### src/rtl/rob_pkg.sv
// Shared sizing and types for the reorder-buffer sequencing controller.
package rob_pkg;

  localparam int ROB_SIZE   = 32;
  localparam int ROB_ADDR_W = $clog2(ROB_SIZE);

  typedef logic [ROB_ADDR_W-1:0] robTag_t;
  typedef logic [ROB_ADDR_W:0]   robCount_t;

endpackage

### src/rtl/rob_ptr.sv
// Wrapping pointer register for the ROB head/tail.
// The pointer steps to 0 after SIZE-1 by explicit compare, so SIZE need not
// be a power of two.
module rob_ptr #(
  parameter int SIZE = 32,
  parameter int W    = $clog2(SIZE)
) (
  input  logic         clk,
  input  logic         reset_n,
  input  logic         advance,
  input  logic         clear,
  output logic [W-1:0] ptr
);

  localparam logic [W-1:0] LAST = W'(SIZE - 1);

  // Pointer register: reset/clear to 0, otherwise advance with wrap.
  always_ff @(posedge clk) begin
    if (!reset_n || clear) begin
      ptr <= '0;
    end else if (advance) begin
      ptr <= (ptr == LAST) ? '0 : ptr + W'(1);
    end
  end

endmodule

### src/rtl/rob_ctrl.sv
// Reorder-buffer sequencing controller.
// Hands out tags at decode (tail), records completion into per-entry done
// bits, and retires the head entry in order once it is valid and done.
// Handshakes: an allocate fires on alloc_req_i & alloc_ready_o; a commit
// fires on commit_valid_o & commit_ready_i; flush_i and reset both suppress
// every firing in their cycle and pulse all per-entry clears.
module rob_ctrl
  import rob_pkg::*;
#(
  parameter int ROBsize  = ROB_SIZE,
  parameter int addrSize = $clog2(ROBsize)
) (
  input  logic                clk_i,
  input  logic                reset_n_i,
  input  logic                alloc_req_i,
  output logic                alloc_ready_o,
  output logic [addrSize-1:0] alloc_tag_o,
  output logic                decodeWriteEn_o,
  output logic [addrSize-1:0] decodeWriteAddr_o,
  input  logic                complete_valid_i,
  input  logic [addrSize-1:0] complete_tag_i,
  output logic                completionWriteEn_o,
  output logic [addrSize-1:0] completionWriteAddr_o,
  output logic                commit_valid_o,
  input  logic                commit_ready_i,
  output logic [addrSize-1:0] commitReadAddr_o,
  input  logic                flush_i,
  output logic [ROBsize-1:0]  resets_o,
  output logic [addrSize:0]   count_o
);

  // Tag space may exceed ROBsize when ROBsize is not a power of two; the
  // padded copy of valid reads 0 for tags that name no real entry.
  localparam int                TAG_SPACE = 1 << addrSize;
  localparam logic [addrSize:0] FULL_CNT  = (addrSize + 1)'(ROBsize);
  localparam logic [addrSize:0] CNT_ONE   = (addrSize + 1)'(1);

  logic [addrSize-1:0]  head;
  logic [addrSize-1:0]  tail;
  logic [addrSize:0]    count;
  logic [ROBsize-1:0]   valid;
  logic [ROBsize-1:0]   done;
  logic [TAG_SPACE-1:0] valid_ext;

  logic alloc_fire;
  logic complete_fire;
  logic commit_fire;
  logic wipe;

  assign wipe      = !reset_n_i || flush_i;
  assign valid_ext = TAG_SPACE'(valid);

  // Ready depends only on registered occupancy, so a commit in a full cycle
  // cannot open allocation until the following cycle.
  assign alloc_ready_o  = (count != FULL_CNT);
  assign alloc_fire     = alloc_req_i && alloc_ready_o && !wipe;
  assign complete_fire  = complete_valid_i && valid_ext[complete_tag_i] && !wipe;
  assign commit_valid_o = reset_n_i && valid[head] && done[head];
  assign commit_fire    = commit_valid_o && commit_ready_i && !flush_i;

  assign decodeWriteEn_o       = alloc_fire;
  assign completionWriteEn_o   = complete_fire;
  assign alloc_tag_o           = tail;
  assign decodeWriteAddr_o     = tail;
  assign completionWriteAddr_o = complete_tag_i;
  assign commitReadAddr_o      = head;
  assign count_o               = count;

  rob_ptr #(.SIZE(ROBsize), .W(addrSize)) u_head (
    .clk     (clk_i),
    .reset_n (reset_n_i),
    .advance (commit_fire),
    .clear   (flush_i),
    .ptr     (head)
  );

  rob_ptr #(.SIZE(ROBsize), .W(addrSize)) u_tail (
    .clk     (clk_i),
    .reset_n (reset_n_i),
    .advance (alloc_fire),
    .clear   (flush_i),
    .ptr     (tail)
  );

  // Per-entry clears: all entries on reset/flush, else the head on commit.
  always_comb begin
    resets_o = '0;
    if (wipe) begin
      resets_o = '1;
    end else if (commit_fire) begin
      resets_o[head] = 1'b1;
    end
  end

  // Valid/done bookkeeping; commit is applied last so it wins on the head.
  always_ff @(posedge clk_i) begin
    if (wipe) begin
      valid <= '0;
      done  <= '0;
    end else begin
      if (alloc_fire) begin
        valid[tail] <= 1'b1;
        done[tail]  <= 1'b0;
      end
      if (complete_fire) begin
        done[complete_tag_i] <= 1'b1;
      end
      if (commit_fire) begin
        valid[head] <= 1'b0;
        done[head]  <= 1'b0;
      end
    end
  end

  // Occupancy: net change of allocate minus commit.
  always_ff @(posedge clk_i) begin
    if (wipe) begin
      count <= '0;
    end else if (alloc_fire && !commit_fire) begin
      count <= count + CNT_ONE;
    end else if (commit_fire && !alloc_fire) begin
      count <= count - CNT_ONE;
    end
  end

endmodule

### config.mk
export PLATFORM = sky130hd
export DESIGN_NAME = rob_ctrl
export DESIGN_NICKNAME = d
export VERILOG_FILES = /design/src/rtl/rob_pkg.sv /design/src/rtl/rob_ptr.sv /design/src/rtl/rob_ctrl.sv
export SDC_FILE = /design/constraint.sdc
export NUM_CORES = 1
export LEC_CHECK = 0
export CORE_MARGIN = 1.5
export CORE_UTILIZATION = 55
export CTS_BUF_LIST = sky130_fd_sc_hd__clkbuf_8 sky130_fd_sc_hd__clkbuf_16
export CTS_CLUSTER_DIAMETER = 150
export DETAILED_ROUTE_END_ITERATION = 6
export HOLD_SLACK_MARGIN = 0.15
export PLACE_DENSITY = 0.81
export REMOVE_ABC_BUFFERS = 1
export SLEW_MARGIN = 10
export SYNTH_ARGS = -nofsm -noshare
export SYNTH_HDL_FRONTEND = slang
export SYNTH_SLANG_ARGS = --single-unit
### constraint.sdc
create_clock -name clk_i -period 4.6 [get_ports clk_i]
set_clock_uncertainty 0.15 [all_clocks]
set_input_delay 0.46 -clock clk_i [delete_from_list [all_inputs] [get_ports clk_i]]
set_output_delay 0.46 -clock clk_i [all_outputs]
set_load 0.01 [all_outputs]
==> results.ini, run 1 <==
[run_status]
violations = design-rule violations
status = complete, but fails checks

[sta]
drv_slew = 0
setup_violations = 0
post-route-period-util = 0.875
finalHoldViolations = 0
tightestPinTransition_ps = 1040
rsz0062_at_grt = false
fmax_mhz = 248
relSlewSlack = 0.298
fin_crit_ps = 4030
fin_tns_setup_ps = 0
hold_slack_ps = 327

[drt]
wl_mm = 16.9
num_vias = 5103
drt-wirelength-per-cell_um = 21.8
drtIter0Drc = 384
routed_via_density = 6.61
ant_nets = 0
route.detailed.drc = 5
first_pass_iters = 7

[final_layout]
num-fill-cells = 749
nets = 686
area_growth_pct = 18.8
fin_area_um2 = 5970
drive_above_1_share = 0.122
diodes = 0
final_cells = 772

[critical_path]
path_max_fanout = 9
cp_slowest_cell = clkdlybuf4s50_1
crit_family = buffers and inverters
endpoint_kind = output port
crit_type = input port to output port
critical_path.cell_chain = clkdlybuf4s50_1, mux4_2, mux2_4, a221o_1, a22oi_4, nor2_1, clkdlybuf4s50_1
crit_path_start_kind = input port
worstPathRequired_ps = 3990
path_buf_inv = 2
max_stage_delay_ps = 850
crit_top_cell = clkdlybuf4s50_1
arrival_ps = 3420

[die]
ios = 73
die-height_um = 98.6
coreArea_um2 = 8810
initial_core_util = 0.571
num_rows = 34
die_w_um = 98.6
dieArea_um2 = 9720

[global_route]
grt_util_all_layers = 0.357
overflow = 0
grt_first_pass_wirelength_mm = 26.9
grt_pass1_vias = 4982
antenna_found_initial = 0
grt_max_degree = 47

[clock_network]
clock_path_buffers = 2
cts_buffers = 9
clockRootBuffer = clkbuf_8
cts_tree = built
htree_levels = 3
cts_resized = 0
cts_setup_buffers = 0
clk-insertion-delay-late_ps = 370
clk_pin_slew_worst_paths_ps = 80
cts.sinks = 80
ctsHoldBuffers = 0

[flow_run]
maxCapViolations = 0

[yosys]
syn_avg_cell_area_um2 = 8.25
ys_types = 64
async_reset_ff_frac = 0
ys_seq_area_frac = 0.319
netlist_instances = 609
synth_warnings = 0
ys_seq_elements = 80
syn_area_um2 = 5030
synth_edf_count = 0
ys.flop_type = dfxtp_1

[power_and_ir_drop]
p_per_area_nw_per_um2 = 237
switching_power_uw = 378
p_total_uw = 1410
combPwrFrac = 0.112
swShare = 0.267
ir_drop_uv = 154
intPower_uw = 1040
seqPwrFrac = 0.493
clockPowerShare = 0.395
p_leak_uw = 0.00213

[placement]
post-dp-hpwl_mm = 12.0
io_buffers = 72
dp_cells = 756
placed_cell_area_um2 = 5760
gp_congestion = 1.01

[min_path]
min_path_type = flip-flop to flip-flop

==> worst paths after layout <==
path / from / to / slack (ps) / cells after the start
hold reg to reg: done[1] / done[1] / 330 / 2
setup reg to reg: u_head.ptr[2] / count_o[5] / 600 / 18
hold / removal: done[1] / done[1] / 330 / 2
setup / recovery: complete_tag_i[1] / completionWriteEn_o / 570 / 7
==> cells in the final DEF (no fill, tap or decap), types with 4 or more instances in the layout <==
cell type	Yosys	layout
nand4_1	4	4
nand3_1	15	15
ha_1	15	15
nand3b_1	6	6
mux4_2	7	7
clkdlybuf4s50_1	0	72
nor3_1	7	7
o221a_2	10	10
nor2_1	85	85
o21ai_0	57	57
nand2b_1	10	10
a21oi_1	49	49
mux2i_1	19	19
o211a_1	7	7
o31ai_1	20	20
clkbuf_8	0	10
dfxtp_1	80	80
o2bb2ai_1	4	4
inv_1	17	17
inv_6	0	4
or3_1	7	7
nor2b_1	7	6
mux2_2	12	12
o22ai_1	7	7
buf_4	15	23
nand2_1	36	36
o21a_1	9	9
==> power groups by stage <==
stage | combinational, uW | sequential [uW] | clock, uW
2_1_floorplan | 69.2 | 714 | 0
3_3_place_gp | 153 | 714 | 0
3_5_place_dp | 155 | 713 | 0
4_1_cts | 156 | 697 | 562
5_1_grt | 168 | 698 | 598
6_report | 158 | 697 | 559
==> cells in the mapped netlist, types with 4 or more instances <==
| library cell | number | area [um2] |
|---|---|---|
| nor2_1 | 85 | 319 |
| dfxtp_1 | 80 | 1600 |
| o21ai_0 | 57 | 285 |
| a21oi_1 | 49 | 245 |
| nand2_1 | 36 | 135 |
| clkbuf_1 | 25 | 93.8 |
| o31ai_1 | 20 | 150 |
| mux2i_1 | 19 | 190 |
| inv_1 | 17 | 63.8 |
| buf_4 | 15 | 113 |
| ha_1 | 15 | 188 |
| nand3_1 | 15 | 75.1 |
| mux2_2 | 12 | 135 |
| nand2b_1 | 10 | 62.6 |
| o221a_2 | 10 | 113 |
| buf_2 | 9 | 45.0 |
| o21a_1 | 9 | 67.6 |
| mux4_2 | 7 | 158 |
| nor2b_1 | 7 | 43.8 |
| nor3_1 | 7 | 35.0 |
| o211a_1 | 7 | 70.1 |
| o22ai_1 | 7 | 43.8 |
| or3_1 | 7 | 43.8 |
| nand3b_1 | 6 | 45.0 |
| buf_1 | 4 | 15.0 |
| nand4_1 | 4 | 25.0 |
| o2bb2ai_1 | 4 | 35.0 |
==> flip-flops by register name, indices dropped and copies added, names as in the netlist <==
signal / count
u_head.ptr: 5
done: 32
u_tail.ptr: 5
valid: 32
count_o: 6
==> worst reg2reg max path: cells and delay by family (launching register included) <==
kind / cells / cell delay (ps)
AND/OR/NAND/NOR: 6 / 1080
AO/OA/AOI/OAI: 6 / 970
buffers and inverters: 3 / 570
flip-flops: 1 / 550
adder cells (fa/ha/maj): 2 / 530
XOR/XNOR: 1 / 90
==> metal layers <==
metal  track usage  routed length [um]  up-vias
met2         0.586                7870      331
met3        0.0816                1670       62
met5             0                   0        -
li1              -                   -     2312
met4         0.166                 743        0
met1         0.446                6590     2398
==> stage by stage <==
stage | setup WS [ps] | utilization
after floorplan | -55.1 | -
after global placement | 603 | 0.654
after detailed placement | 615 | 0.654
after CTS | 605 | 0.678
after global routing | 249 | 0.678
final | 575 | 0.678
==> cell families after synthesis <==
family	after synthesis	synth area share
fa+ha+maj	16	0.0413
compound gates	193	0.252
flops	80	0.319
mux	42	0.115
simple gates	199	0.191
xor+xnor	5	0.00871
buf+inv	74	0.0732
==> cell type report <==
type	count	area, um2	share of cell area
Timing Repair Buffer	95	893	0.150
Sequential cell	80	1600	0.268
Tap cell	108	135	0.0226
Multi-Input combinational cell	455	3060	0.513
Clock inverter	6	72.6	0.0122
Inverter	18	67.6	0.0113
Clock buffer	10	138	0.0230
Power figures use the tool's default switching activity.
==> run 2, diff against run 1 <==
- PLACE_DENSITY: 0.81 -> not set
- PLACE_DENSITY_LB_ADDON: not set -> 0.25
==> run 2 against run 1 <==
  * Largest cell class unchanged
  * Die area stayed put
  * Worst hold slack improved by 4.7 ps
  * Critical path type is now flip-flop to flip-flop
  * The flow still finishes with violations (design-rule violations)
  * Critical endpoint is now count_o[5]
  * Core utilization down 0.37 points
  * Sequential share of layout area increased by 0.15 points
  * Final area decreased by 0.54%
==> results.ini, run 2 (synthesis gave the netlist of run 1 again) <==
[run_status]
violations = design-rule violations
status = complete, but fails checks

[die]
initial_core_util = 0.571
die_w_um = 98.6
dieArea_um2 = 9720
coreArea_um2 = 8810
num_rows = 34
die-height_um = 98.6
ios = 73

[final_layout]
final_cells = 765
drive_above_1_share = 0.114
diodes = 0
area_growth_pct = 18.2
mostFrequentLayoutCells = nor2_1 (83), dfxtp_1 (80), clkdlybuf4s50_1 (72)
nets = 681
num-fill-cells = 754
final_common_cell = nor2_1

[drt]
first_pass_iters = 7
route.detailed.drc = 5
num_vias = 5082
drt-wirelength-per-cell_um = 22.0
wl_mm = 16.9
ant_nets = 0
routed_via_density = 6.64
drtIter0Drc = 429

[sta]
fin_ws_ps = 384
post-route-period-util = 0.917
fin_tns_setup_ps = 0
setup_violations = 0
rsz0062_at_grt = false
relSlewSlack = 0.340
drv_slew = 0
finalHoldViolations = 0
hold_slack_ps = 332
tightestPinTransition_ps = 985
fin_crit_ps = 4220
fmax_mhz = 237

[critical_path]
arrival_ps = 4370
path_max_fanout = 16
crit_type = flip-flop to flip-flop
rr_endpoint = count_o[5]
crit_top_cell = a21oi_1
cp_slowest_cell = dfxtp_1
r2r_setup_slack_ps = 380
max_stage_delay_ps = 710
crit_path_start_kind = flip-flop
reg2reg_from = u_head.ptr[1]
reg2regPathDepth = 18
worstPathRequired_ps = 4750
endpoint_kind = flip-flop
critical_path.cell_chain = buf_12, mux2_2, o22ai_1, a21oi_1, and3_1, nand3_2, inv_2, nand2_1, ha_1, inv_1, ha_1, a21o_1, a21oi_1, o21bai_1, a21oi_1, xnor2_1, or3_1, a21oi_1

[min_path]
min_path_type = flip-flop to flip-flop
whs_path_depth = 2
hold_start = done[3]
worstHoldEndpoint = done[3]

[clock_network]
cts_buffers = 9
clock_path_buffers = 2
cts_tree = built
clk_pin_slew_worst_paths_ps = 80
clk-insertion-delay-late_ps = 370
clockRootBuffer = clkbuf_8
cts.sinks = 80
htree_levels = 3

[placement]
place_ws_ps = 462
io_buffers = 72
dp_cells = 751
gp_congestion = 1.00
post-dp-hpwl_mm = 11.8

[global_route]
grt_max_degree = 51
grt_util_all_layers = 0.349
grt_first_pass_wirelength_mm = 26.2
antenna_found_initial = 0
overflow = 0
grt_pass1_vias = 4876

[power_and_ir_drop]
p_leak_uw = 0.00211
ir_drop_uv = 145
p_per_area_nw_per_um2 = 233

[flow_run]
maxCapViolations = 0

==> run 2: how the worst max path moves through the flow <==
stage | slack, ps | from | end | depth (start not counted)
floorplan | -60 | u_head.ptr[1] | count_o[5] | 17
global placement | 580 | u_head.ptr[1] | count_o[5] | 18
detailed placement | 460 | u_head.ptr[1] | count_o[5] | 18
CTS | 210 | u_head.ptr[0] | resets_o[15] | 10
global route | 70 | u_head.ptr[1] | count_o[5] | 18
finish | 380 | u_head.ptr[1] | count_o[5] | 18
==> run 2: final cells by class <==
class / count / area, um2 / area share
Multi-Input combinational cell: 455 / 3070 / 0.517
Sequential cell: 80 / 1600 / 0.270
Timing Repair Buffer: 90 / 881 / 0.148
Clock buffer: 10 / 138 / 0.0232
Tap cell: 108 / 135 / 0.0228
Inverter: 18 / 67.6 / 0.0114
Clock inverter: 4 / 47.5 / 0.00801
==> run 2: what timing repair did <==
| action | CTS | global route |
|---|---|---|
| setup endpoints to repair | 0 | 2 |
| hold buffers | 0 | 0 |
| resized for setup | 0 | 2 |
| buffers inserted | 0 | 0 |
==> run 2: critical path: cells and delay by family, from the launching register on <==
family	cells	cell delay [ps]
mux	1	370
buf+inv	3	430
flops	1	710
compound gates	7	1100
simple gates	4	780
xor+xnor	1	90
fa+ha+maj	2	510
==> run 2: per-stage QoR <==
step / instance area [um2] / utilization / total power (uW)
6_report: 5940 / 0.674 / 1380
5_1_grt: 5940 / 0.674 / 1420
4_1_cts: 5930 / 0.674 / 1380
3_5_place_dp: 5750 / 0.653 / 869
3_3_place_gp: 5750 / 0.653 / 867
2_1_floorplan: 4730 / - / 783
==> run 2: per-layer routing <==
layer | wire length [um] | GRT usage | up-vias
met2 | 8070 | 0.582 | 312
li1 | - | - | 2297
met3 | 1590 | 0.0780 | 61
met4 | 565 | 0.142 | 0
met5 | 0 | 0 | -
met1 | 6640 | 0.439 | 2412
==> run 2: report_power, final <==
| group | total [uW] | switching [uW] | internal (uW) |
|---|---|---|---|
| sequential | 697 | 3.37 | 694 |
| combinational | 158 | 88.5 | 70.0 |
| clock | 529 | 270 | 258 |
